--- src/rtl/cpu_ctrl_pkg.sv ---
// Shared types and constants for the multi-cycle MIPS sequencer.
// The bus request struct lets the controller build and gate a request as one value.
package cpu_ctrl_pkg;

    typedef enum logic [1:0] {
        FETCH  = 2'd0,
        EXEC   = 2'd1,
        HALTED = 2'd2
    } ctrl_state_t;

    localparam logic [31:0] HALT_ADDR_DEFAULT = 32'h0000_0000;
    localparam logic [3:0]  BE_WORD           = 4'hF;

    typedef struct packed {
        logic        read;
        logic        write;
        logic [31:0] address;
        logic [3:0]  byteenable;
    } bus_req_t;

    localparam bus_req_t BUS_IDLE = '{read: 1'b0, write: 1'b0,
                                      address: 32'h0000_0000, byteenable: 4'h0};

    // Load/store request for the EXEC phase; a load takes priority over a store.
    function automatic bus_req_t ls_request(input logic        is_load,
                                            input logic        is_store,
                                            input logic [31:0] address,
                                            input logic [3:0]  byteenable);
        bus_req_t req;
        req = BUS_IDLE;
        if (is_load) begin
            req.read = 1'b1;
        end else begin
            req.write = is_store;
        end
        if (is_load || is_store) begin
            req.address    = address;
            req.byteenable = byteenable;
        end else begin
            req.address    = 32'h0000_0000;
            req.byteenable = 4'h0;
        end
        return req;
    endfunction

    // Instruction fetch request for a given PC.
    function automatic bus_req_t fetch_request(input logic [31:0] pc);
        bus_req_t req;
        req = '{read: 1'b1, write: 1'b0, address: pc, byteenable: BE_WORD};
        return req;
    endfunction

endpackage

--- src/rtl/mips_cycle_controller.sv ---
// FETCH/EXEC sequencer for the bus-based MIPS CPU: owns the memory port,
// drives PC stall/state, detects halt and counts retired instructions.
module mips_cycle_controller
    import cpu_ctrl_pkg::*;
#(
    parameter logic [31:0] HALT_ADDR = HALT_ADDR_DEFAULT,
    parameter int          CNT_W     = 32
) (
    input  logic             clk,
    input  logic             rst,
    input  logic [31:0]      pc,
    input  logic             is_load,
    input  logic             is_store,
    input  logic [31:0]      ls_address,
    input  logic [3:0]       ls_byteenable,
    input  logic [31:0]      ls_writedata,
    input  logic             mem_waitrequest,
    input  logic [31:0]      mem_readdata,
    output logic [31:0]      mem_address,
    output logic             mem_read,
    output logic             mem_write,
    output logic [3:0]       mem_byteenable,
    output logic [31:0]      mem_writedata,
    output logic [31:0]      instr_reg,
    output logic [31:0]      load_data,
    output logic             stall,
    output logic             state,
    output logic             commit,
    output logic             active,
    output logic [CNT_W-1:0] instr_count
);

    localparam logic [CNT_W-1:0] CNT_ZERO = {CNT_W{1'b0}};
    localparam logic [CNT_W-1:0] CNT_ONE  = {{(CNT_W-1){1'b0}}, 1'b1};

    ctrl_state_t      state_r;
    ctrl_state_t      state_nxt_s;
    bus_req_t         req_s;
    logic             stall_s;
    logic             commit_s;
    logic             at_halt_s;
    logic             exec_done_s;
    logic             fetch_done_s;
    logic [31:0]      instr_reg_r;
    logic [CNT_W-1:0] instr_count_r;
    logic             active_r;

    assign at_halt_s    = (pc == HALT_ADDR);
    assign exec_done_s  = !((is_load || is_store) && mem_waitrequest);
    assign fetch_done_s = (state_r == FETCH) && !at_halt_s && !mem_waitrequest;

    // State register.
    always_ff @(posedge clk) begin
        if (rst) begin
            state_r <= FETCH;
        end else begin
            state_r <= state_nxt_s;
        end
    end

    // Next-state logic.
    always_comb begin
        state_nxt_s = state_r;
        case (state_r)
            FETCH: begin
                if (at_halt_s) begin
                    state_nxt_s = HALTED;
                end else if (!mem_waitrequest) begin
                    state_nxt_s = EXEC;
                end else begin
                    state_nxt_s = FETCH;
                end
            end
            EXEC: begin
                if (exec_done_s) begin
                    state_nxt_s = FETCH;
                end else begin
                    state_nxt_s = EXEC;
                end
            end
            HALTED:  state_nxt_s = HALTED;
            default: state_nxt_s = FETCH;
        endcase
    end

    // Bus request and PC handshake per state; stalled unless EXEC completes.
    always_comb begin
        req_s    = BUS_IDLE;
        stall_s  = 1'b1;
        commit_s = 1'b0;
        case (state_r)
            FETCH: begin
                if (at_halt_s) begin
                    req_s = BUS_IDLE;
                end else begin
                    req_s = fetch_request(pc);
                end
            end
            EXEC: begin
                req_s = ls_request(is_load, is_store, ls_address, ls_byteenable);
                if (exec_done_s) begin
                    stall_s  = 1'b0;
                    commit_s = 1'b1;
                end else begin
                    stall_s  = 1'b1;
                    commit_s = 1'b0;
                end
            end
            HALTED:  req_s = BUS_IDLE;
            default: req_s = BUS_IDLE;
        endcase
    end

    // Fetched instruction, retire counter and run flag.
    always_ff @(posedge clk) begin
        if (rst) begin
            instr_reg_r   <= 32'h0000_0000;
            instr_count_r <= CNT_ZERO;
            active_r      <= 1'b1;
        end else begin
            if (fetch_done_s) begin
                instr_reg_r <= mem_readdata;
            end
            if (commit_s) begin
                instr_count_r <= instr_count_r + CNT_ONE;
            end
            if (state_nxt_s == HALTED) begin
                active_r <= 1'b0;
            end
        end
    end

    // Reset must kill any in-flight request immediately, not at the next edge.
    assign mem_read       = req_s.read  && !rst;
    assign mem_write      = req_s.write && !rst;
    assign mem_address    = req_s.address;
    assign mem_byteenable = req_s.byteenable;
    assign mem_writedata  = ls_writedata;
    assign commit         = commit_s && !rst;
    assign stall          = stall_s;
    assign state          = (state_r == EXEC);
    assign load_data      = mem_readdata;
    assign instr_reg      = instr_reg_r;
    assign instr_count    = instr_count_r;
    assign active         = active_r;

endmodule

--- config.mk ---
export PLATFORM = sky130hd
export DESIGN_NAME = mips_cycle_controller
export DESIGN_NICKNAME = d
export VERILOG_FILES = /design/src/rtl/cpu_ctrl_pkg.sv /design/src/rtl/mips_cycle_controller.sv
export SDC_FILE = /design/constraint.sdc
export NUM_CORES = 1
export LEC_CHECK = 0
export CAP_MARGIN = 10
export CORE_AREA = 2 2 119 121
export DETAILED_ROUTE_END_ITERATION = 7
export DIE_AREA = 0 0 121 123
export PLACE_DENSITY = 0.81
export SKIP_CTS_REPAIR_TIMING = 1
export SYNTH_ARGS = -nofsm -noshare
export SYNTH_HDL_FRONTEND = slang
export SYNTH_SLANG_ARGS = --single-unit
--- constraint.sdc ---
create_clock -name clk -period 2.6 [get_ports clk]
set_clock_uncertainty 0.15 [all_clocks]
set_input_delay 0.52 -clock clk [delete_from_list [all_inputs] [get_ports clk]]
set_output_delay 0.52 -clock clk [all_outputs]
set_load 0.01 [all_outputs]
# After elaboration in Yosys (flattened, before gate mapping)

Index checks and enable logic that the tools add are counted.

Eq/ne operators: 3
$add $sub $neg: 1
Mux-type cells: 13
Reductions and logical operators: 12

Operator list:

| kind                                           | number |
|---|---|
| case mux 38 bit (2 select lines)               | 1 |
| two-way mux 38 bit                             | 1 |
| two-way mux 36 bit                             | 1 |
| adder 32 x 1 -> 32 bit (second input constant) | 1 |
| logical NOT 32 bit                             | 1 |
| two-way mux 1 bit                              | 8 |
| logical AND 1 bit                              | 6 |
| case mux 2 bit (3 select lines)                | 1 |
| == test 2 bit (second input constant)          | 2 |
| logical NOT 1 bit                              | 3 |
| == test 2 x 1 -> 1 bit (second input constant) | 1 |
| logical NOT 2 bit                              | 1 |
| two-way mux 2 bit                              | 1 |
| logical OR 1 bit                               | 1 |

Input bits: 137
Bits in registers: 67
Output and inout port bits: 170
Word-level logic and storage cells: 33

# Logic depth before layout (Yosys ltp)

Gate-level depths: netlist of run 1.

Depth in word-level cells: 5
Depth in mapped cells: 7

# Worst setup path after synthesis of run 1

No wires, ideal clock.

Path kind: input port to output port
Start point: input port pc[10]
End point: output port mem_address[11]
Path slack: 117 ps
Arrival: 1813 ps
Stages on the path: 6
Cell sequence: nor4_1 -> and4_1 -> clkbuf_1 -> a21oi_1 -> clkbuf_1 -> a22o_1

Cells in the longest elaborated chain, start to end: 3

Ends and longest elaborated chain:

| element                          | line                        | text |
|---|---|---|
| from (decl)                      | mips_cycle_controller.sv:11 | `input logic [31:0] pc,` |
| logical NOT 32 bit               | mips_cycle_controller.sv:48 | `assign at_halt_s = (pc == HALT_ADDR);` |
| two-way mux 38 bit               | mips_cycle_controller.sv:93 | `if (at_halt_s) begin` |
| case mux 38 bit (2 select lines) | mips_cycle_controller.sv:91 | `case (state_r)` |
| to (decl)                        | mips_cycle_controller.sv:19 | `output logic [31:0] mem_address,` |

No other way between the ends.

# Worst setup path after layout of run 1

Start point: input port pc[7]
End point: output port mem_address[30]

The elaborated chain is that of the path after synthesis.

==> results of run 1 <==
-- cell usage after synthesis (all sizes together) --
cell type	count	area share (%)
a211oi	1	0.30
a21o	4	0.73
a21oi	15	1.8
a22o	32	6.8
and2	2	0.30
and4	8	1.7
buf	74	14
clkbuf	22	2.0
dfxtp	67	33
ha	1	0.30
inv	9	0.82
mux2	13	3.6
mux2i	32	7.8
nand2	12	1.1
nand2b	65	9.9
nand3	12	1.5
nand4	3	0.46
nor2	29	2.6
nor2b	10	1.5
nor3	9	1.1
nor4	15	2.3
nor4b	2	0.43
o211a	1	0.24
o21a	2	0.36
o21ai	5	0.61
o22a	1	0.21
o31ai	7	1.3
or2	2	0.30
or3	6	1.2
or4	7	1.3
xnor2	5	1.1
xor2	2	0.43
-- power groups by stage --
stage	Clock, mW	Combinational (mW)	Sequential [mW]
4_1_cts	1.55	0.746	1.09
5_1_grt	1.57	0.758	1.09
2_1_floorplan	0	0.321	1.12
6_report	1.50	0.715	1.09
3_5_place_dp	0	0.741	1.11
3_3_place_gp	0	0.737	1.10
-- logic make-up (layout without fill, tap and decap cells) --
kind of cell / after synthesis / count (layout)
simple gates: 182 / 182
fa+ha+maj: 1 / 1
buf+inv: 105 / 304
xor+xnor: 7 / 7
mux: 45 / 45
flops: 67 / 67
compound gates: 68 / 68
-- area by class of cell --
cell class / instances / share of cell area, %
clock buffer: 10 / 3.36
tap: 180 / 3.31
timing repair buffer: 279 / 38.6
clock inverter: 6 / 2.00
multi-input combinational: 303 / 32.5
inverter: 9 / 0.496
sequential: 67 / 19.7
-- metal layers --
metal / up-vias / track usage, % / part of all wire, %
li1: 1979 / - / -
met3: 37 / 7.93 / 9.4
met1: 1836 / 22.1 / 44
met2: 178 / 26.2 / 44
met5: - / 0 / 0
met4: 0 / 8.14 / 2.5
-- worst max-delay path, delay by kind of cell --
family | cells | cell delay [ns]
compound gates | 2 | 0.35
buf+inv | 3 | 0.43
simple gates | 2 | 0.63
-- metrics by stage --
stage / instance area (um^2) / util, % / hold WS, ns / worst slack [ns] / std cells
detailed placement: 6440 / 47.3 / 0.313 / -0.901 / 835
CTS: 6810 / 50.0 / 0.323 / -0.917 / 851
floorplan: 4120 / - / 0.343 / 0.117 / 475
finish: 6810 / 50.0 / 0.319 / -0.0245 / 854
global route: 6810 / 50.0 / 0.337 / -0.0616 / 854
global placement: 6440 / 47.3 / 0.308 / -0.917 / 835
-- final timing paths --
kind                                     start              end  cells after the start
worst max register to register  instr_count[0]  instr_count[28]                      5
worst max-delay path                     pc[7]  mem_address[30]                      7
worst min register to register   instr_reg[14]    instr_reg[14]                      2
worst min-delay path             instr_reg[14]    instr_reg[14]                      2
==> results.json, run 1 <==
{
  "comb_power_share_pct": 21.7,
  "effective_utilization_at_floorplan_pct": 30.3,
  "fp.dieArea_um2": 14900,
  "hold_violations": 0,
  "totalNegativeSetupSlack_ns": -0.139,
  "worst_setup_path_end_kind": "output pin",
  "worstMarginPinSlew_ns": 0.918,
  "cts_max_level": 3,
  "power_switching_share_pct": 23.6,
  "layout-drive-gt1-share_pct": 20.0,
  "place_congestion": 0.906,
  "post-route-drc-count": 0,
  "port_buffers": 242,
  "clk_pin_slew_worst_paths_ns": 0.06,
  "antenna_found_initial": 0,
  "hold_path_class": "reg2reg",
  "design_power_total_mw": 3.30,
  "via_count_of_the_first_global_routing_pass": 3846,
  "sort_of_element_at_the_start_of_the_critical_path": "input pin",
  "final-setup-viol-count": 16,
  "power.share.clock_pct": 45.4,
  "post_syn_instances": 475,
  "worst-path-max-fanout": 6,
  "grt_max_degree": 113,
  "cellLeakagePower_nw": 2.82,
  "post_synth_fa_ha_maj_area_fraction_pct": 0.304,
  "antenna_violating_nets_post_route": 0,
  "route.detailed.vias_per_inst": 4.72,
  "post_synth_xor_xnor_area_pct": 1.49,
  "numCtsBuffers": 9,
  "status": "complete, but fails checks",
  "detailroute.via_count": 4030,
  "grt_first_pass_wirelength_mm": 20.3,
  "grtUsageTotal_pct": 17.7,
  "clock_sinks": 67,
  "timing.critical_path.slowest_stage_cell": "nor4_4",
  "fin_crit_sh_pct": 101,
  "max_slew_margin_pct": 38.8,
  "pwr-share-seq_pct": 32.9,
  "chipHeight_um": 123,
  "critical_path_arrival_ns": 1.95,
  "cts_max_path_bufs": 2,
  "number_of_rows_in_the_core_area": 43,
  "setup_repair_after_global_routing_missed_its_margin": "yes",
  "synthMuxAreaShare_pct": 11.3,
  "area_growth_syn_to_layout_pct": 65.2,
  "shortest_clock_period_the_worst_path_allows_after_layout_ns": 2.62,
  "slew_violations": 0,
  "overflow": 0,
  "routed_wire_length_per_instance_um": 16.4,
  "final_nets": 807,
  "critical_path.cell_chain": "buf_6, nor4_4, and4_4, a21oi_4, clkbuf_16, a22o_1, clkbuf_2",
  "vdd_ir_drop_max_mv": 0.343,
  "detailedRoute.firstPassIterationCount": 4,
  "p_per_area_nw_per_um2": 484,
  "register_area_um2": 1340,
  "synth.distinct_cells": 36,
  "upper_clock_frequency_limit_mhz": 381,
  "max_cap_violations": 0,
  "intPower_mw": 2.52,
  "multi_input_area_um2": 2210,
  "finalWorstSetupSlack_ns": -0.0245,
  "top_level_ports": 307,
  "cts_root_buffer": "clkbuf_16",
  "nFillCells": 1275,
  "insertion_delay_ns": 0.33,
  "flop2flop_setup_slack_ns": 0.47,
  "stage_delay_of_the_slowest_cell_on_the_critical_path_ns": 0.34,
  "synth_top_family_by_area": "simple AND/OR/NAND/NOR gates",
  "synthesis.area_um2": 4120,
  "synth_compound_area_share_pct": 12.4,
  "drt_wl_total_mm": 14.0,
  "antenna_cells": 0,
  "yosys.area_share.simple_pct": 25.6,
  "violations": "negative setup slack",
  "critical_setup_path_kind": "in2out",
  "floorplan.core_area_um2": 13600,
  "postSynthRegisterBits": 67,
  "net-switching-power_uw": 779,
  "layout_common_cells": "168 x clkdlybuf4s50_1, 65 x dfxtp_1, 64 x nand2b_1, 44 x clkbuf_2",
  "critical_path_required_ns": 1.93,
  "sequential_cell_area_fraction_in_the_yosys_report_pct": 32.5,
  "die_span_in_x_um": 121,
  "first_drt_iteration_drcs": 163,
  "syn-num-nets": 613,
  "cts_tree": "built",
  "most_common_library_cell_in_the_layout_ignoring_fill_and_taps": "clkdlybuf4s50_1",
  "yosysWarnings": 0,
  "syn-mean-instance-area_um2": 8.68,
  "hpwl_mm": 10.4
}
Power figures use the tool's default switching activity.
==> run 2: changes to the inputs <==
--- a/config.mk
+++ b/config.mk
@@ -5,6 +5,7 @@
 export SDC_FILE = /design/constraint.sdc
 export NUM_CORES = 1
 export LEC_CHECK = 0
+export ABC_AREA = 0
 export CAP_MARGIN = 10
 export CORE_AREA = 2 2 119 121
 export DETAILED_ROUTE_END_ITERATION = 7
@@ -14,3 +15,4 @@
 export SYNTH_ARGS = -nofsm -noshare
 export SYNTH_HDL_FRONTEND = slang
 export SYNTH_SLANG_ARGS = --single-unit
+export TNS_END_PERCENT = 50
==> results.json, run 2 (synthesis results as in run 1) <==
{
  "route.detailed.vias_per_inst": 4.71,
  "worstReg2RegEnd": "instr_count[28]",
  "routed_wire_length_per_instance_um": 16.4,
  "antenna_violating_nets_post_route": 0,
  "design_power_total_mw": 3.30,
  "layout-drive-gt1-share_pct": 19.0,
  "p_per_area_nw_per_um2": 483,
  "upper_clock_frequency_limit_mhz": 387,
  "sort_of_element_at_the_start_of_the_critical_path": "input pin",
  "layout_common_cells": "168 x clkdlybuf4s50_1, 65 x dfxtp_1, 64 x nand2b_1, 38 x clkbuf_2",
  "final-setup-viol-count": 0,
  "antenna_cells": 0,
  "stage_delay_of_the_slowest_cell_on_the_critical_path_ns": 0.29,
  "insertion_delay_ns": 0.33,
  "slew_violations": 0,
  "detailroute.via_count": 4021,
  "critical_path.cell_chain": "dlymetal6s2s_1, nor4_2, and4_4, a21oi_4, clkbuf_16, a22o_1, clkbuf_2",
  "fp.dieArea_um2": 14900,
  "min_path_cells": 2,
  "worst-r2r-cell-count": 5,
  "top_level_ports": 307,
  "flop2flop_setup_slack_ns": 0.46,
  "shortest_clock_period_the_worst_path_allows_after_layout_ns": 2.59,
  "finalWorstSetupSlack_ns": 0.0145,
  "cts_max_path_bufs": 2,
  "hold_path_endpoint": "instr_reg[14]",
  "port_buffers": 242,
  "place_ws_ns": -0.901,
  "hold_violations": 0,
  "status": "finished clean",
  "clk_pin_slew_worst_paths_ns": 0.06,
  "cts_max_level": 3,
  "cts_root_buffer": "clkbuf_16",
  "number_of_rows_in_the_core_area": 43,
  "cellLeakagePower_nw": 2.86,
  "detailedRoute.firstPassIterationCount": 5,
  "fin_crit_sh_pct": 99.4,
  "grt_first_pass_wirelength_mm": 20.3,
  "worst-path-max-fanout": 6,
  "register_area_um2": 1340,
  "first_drt_iteration_drcs": 116,
  "via_count_of_the_first_global_routing_pass": 3846,
  "numCtsBuffers": 9,
  "critical_path_arrival_ns": 1.92,
  "chipHeight_um": 123,
  "critical_setup_path_kind": "in2out",
  "multi_input_area_um2": 2210,
  "nFillCells": 1273,
  "clock_sinks": 67,
  "worstMarginPinSlew_ns": 0.919,
  "max_cap_violations": 0,
  "area_growth_syn_to_layout_pct": 65.6,
  "place_congestion": 0.906,
  "die_span_in_x_um": 121,
  "cts_tree": "built",
  "holdCritStartpoint": "instr_reg[14]",
  "vdd_ir_drop_max_mv": 0.343,
  "hpwl_mm": 10.4,
  "timing.hold.ws_ns": 0.319,
  "floorplan.core_area_um2": 13600,
  "critical_register_to_register_path_startpoint": "instr_count[0]",
  "drt_wl_total_mm": 14.0,
  "antenna_found_initial": 0,
  "post-route-drc-count": 0,
  "grt_max_degree": 113,
  "timing.critical_path.slowest_stage_cell": "nor4_2",
  "worst_setup_path_end_kind": "output pin",
  "setup_repair_after_global_routing_missed_its_margin": "yes",
  "grtUsageTotal_pct": 17.7,
  "hold_path_class": "reg2reg",
  "overflow": 0,
  "max_slew_margin_pct": 38.8,
  "final_nets": 806,
  "critical_path_required_ns": 1.93,
  "most_common_library_cell_in_the_layout_ignoring_fill_and_taps": "clkdlybuf4s50_1",
  "effective_utilization_at_floorplan_pct": 30.3
}
-- run 2: cell types whose count changed in the layout (fill, tap and decap cells not counted) --
cell and delta:
buf_6 -1, clkbuf_2 -6, dlymetal6s2s_1 +6, buf_4 +1, clkbuf_16 -1
-- run 2: worst max-delay path by stage --
stage                 endpoint   start  cells after the start  slack [ns]
3_3_place_gp   mem_address[30]   pc[7]                      7       -0.92
5_1_grt        mem_address[30]   pc[3]                      7       -0.04
4_1_cts        mem_address[30]   pc[7]                      7       -0.92
6_report       mem_address[30]  pc[20]                      7        0.01
2_1_floorplan  mem_address[11]  pc[10]                      6        0.12
3_5_place_dp   mem_address[11]   pc[7]                      7       -0.90
-- run 2: cell type report --
class                      instances  share of cell area [%]
sequential                        67                    19.7
clock inverter                     6                    2.00
multi-input combinational        303                    32.4
tap                              180                    3.30
inverter                           9                   0.495
timing repair buffer             278                    38.8
clock buffer                      10                    3.35
-- run 2: report_power, final --
part | total (mW) | switching, mW | internal, mW | leakage [nW]
Sequential | 1.09 | 0.0221 | 1.06 | 0.546
Combinational | 0.714 | 0.297 | 0.417 | 2.14
Clock | 1.50 | 0.458 | 1.04 | 0.173
-- run 2: metal layers --
metal  global-route usage [%]  up-vias  part of all wire (%)
met5                        0        -                     0
met4                     8.14        0                   2.5
met3                     7.93       37                    10
met2                     26.2      177                    44
met1                     22.1     1833                    43
li1                         -     1974                     -
-- run 2: stage by stage --
stage                     instance area, um^2  utilization (%)  TNS (ns)  instances
after global placement                   6440             47.3    -37.60        835
final                                    6830             50.1         0        853
after floorplan                          4120                -         0        475
after CTS                                6810             50.0    -32.82        851
after detailed placement                 6440             47.3    -36.42        835
after global routing                     6830             50.1    -0.389        853
-- run 2: critical path: cells and delay by family --
kind	cells	cell delay [ns]
simple gates	2	0.58
buf+inv	3	0.46
compound gates	2	0.35
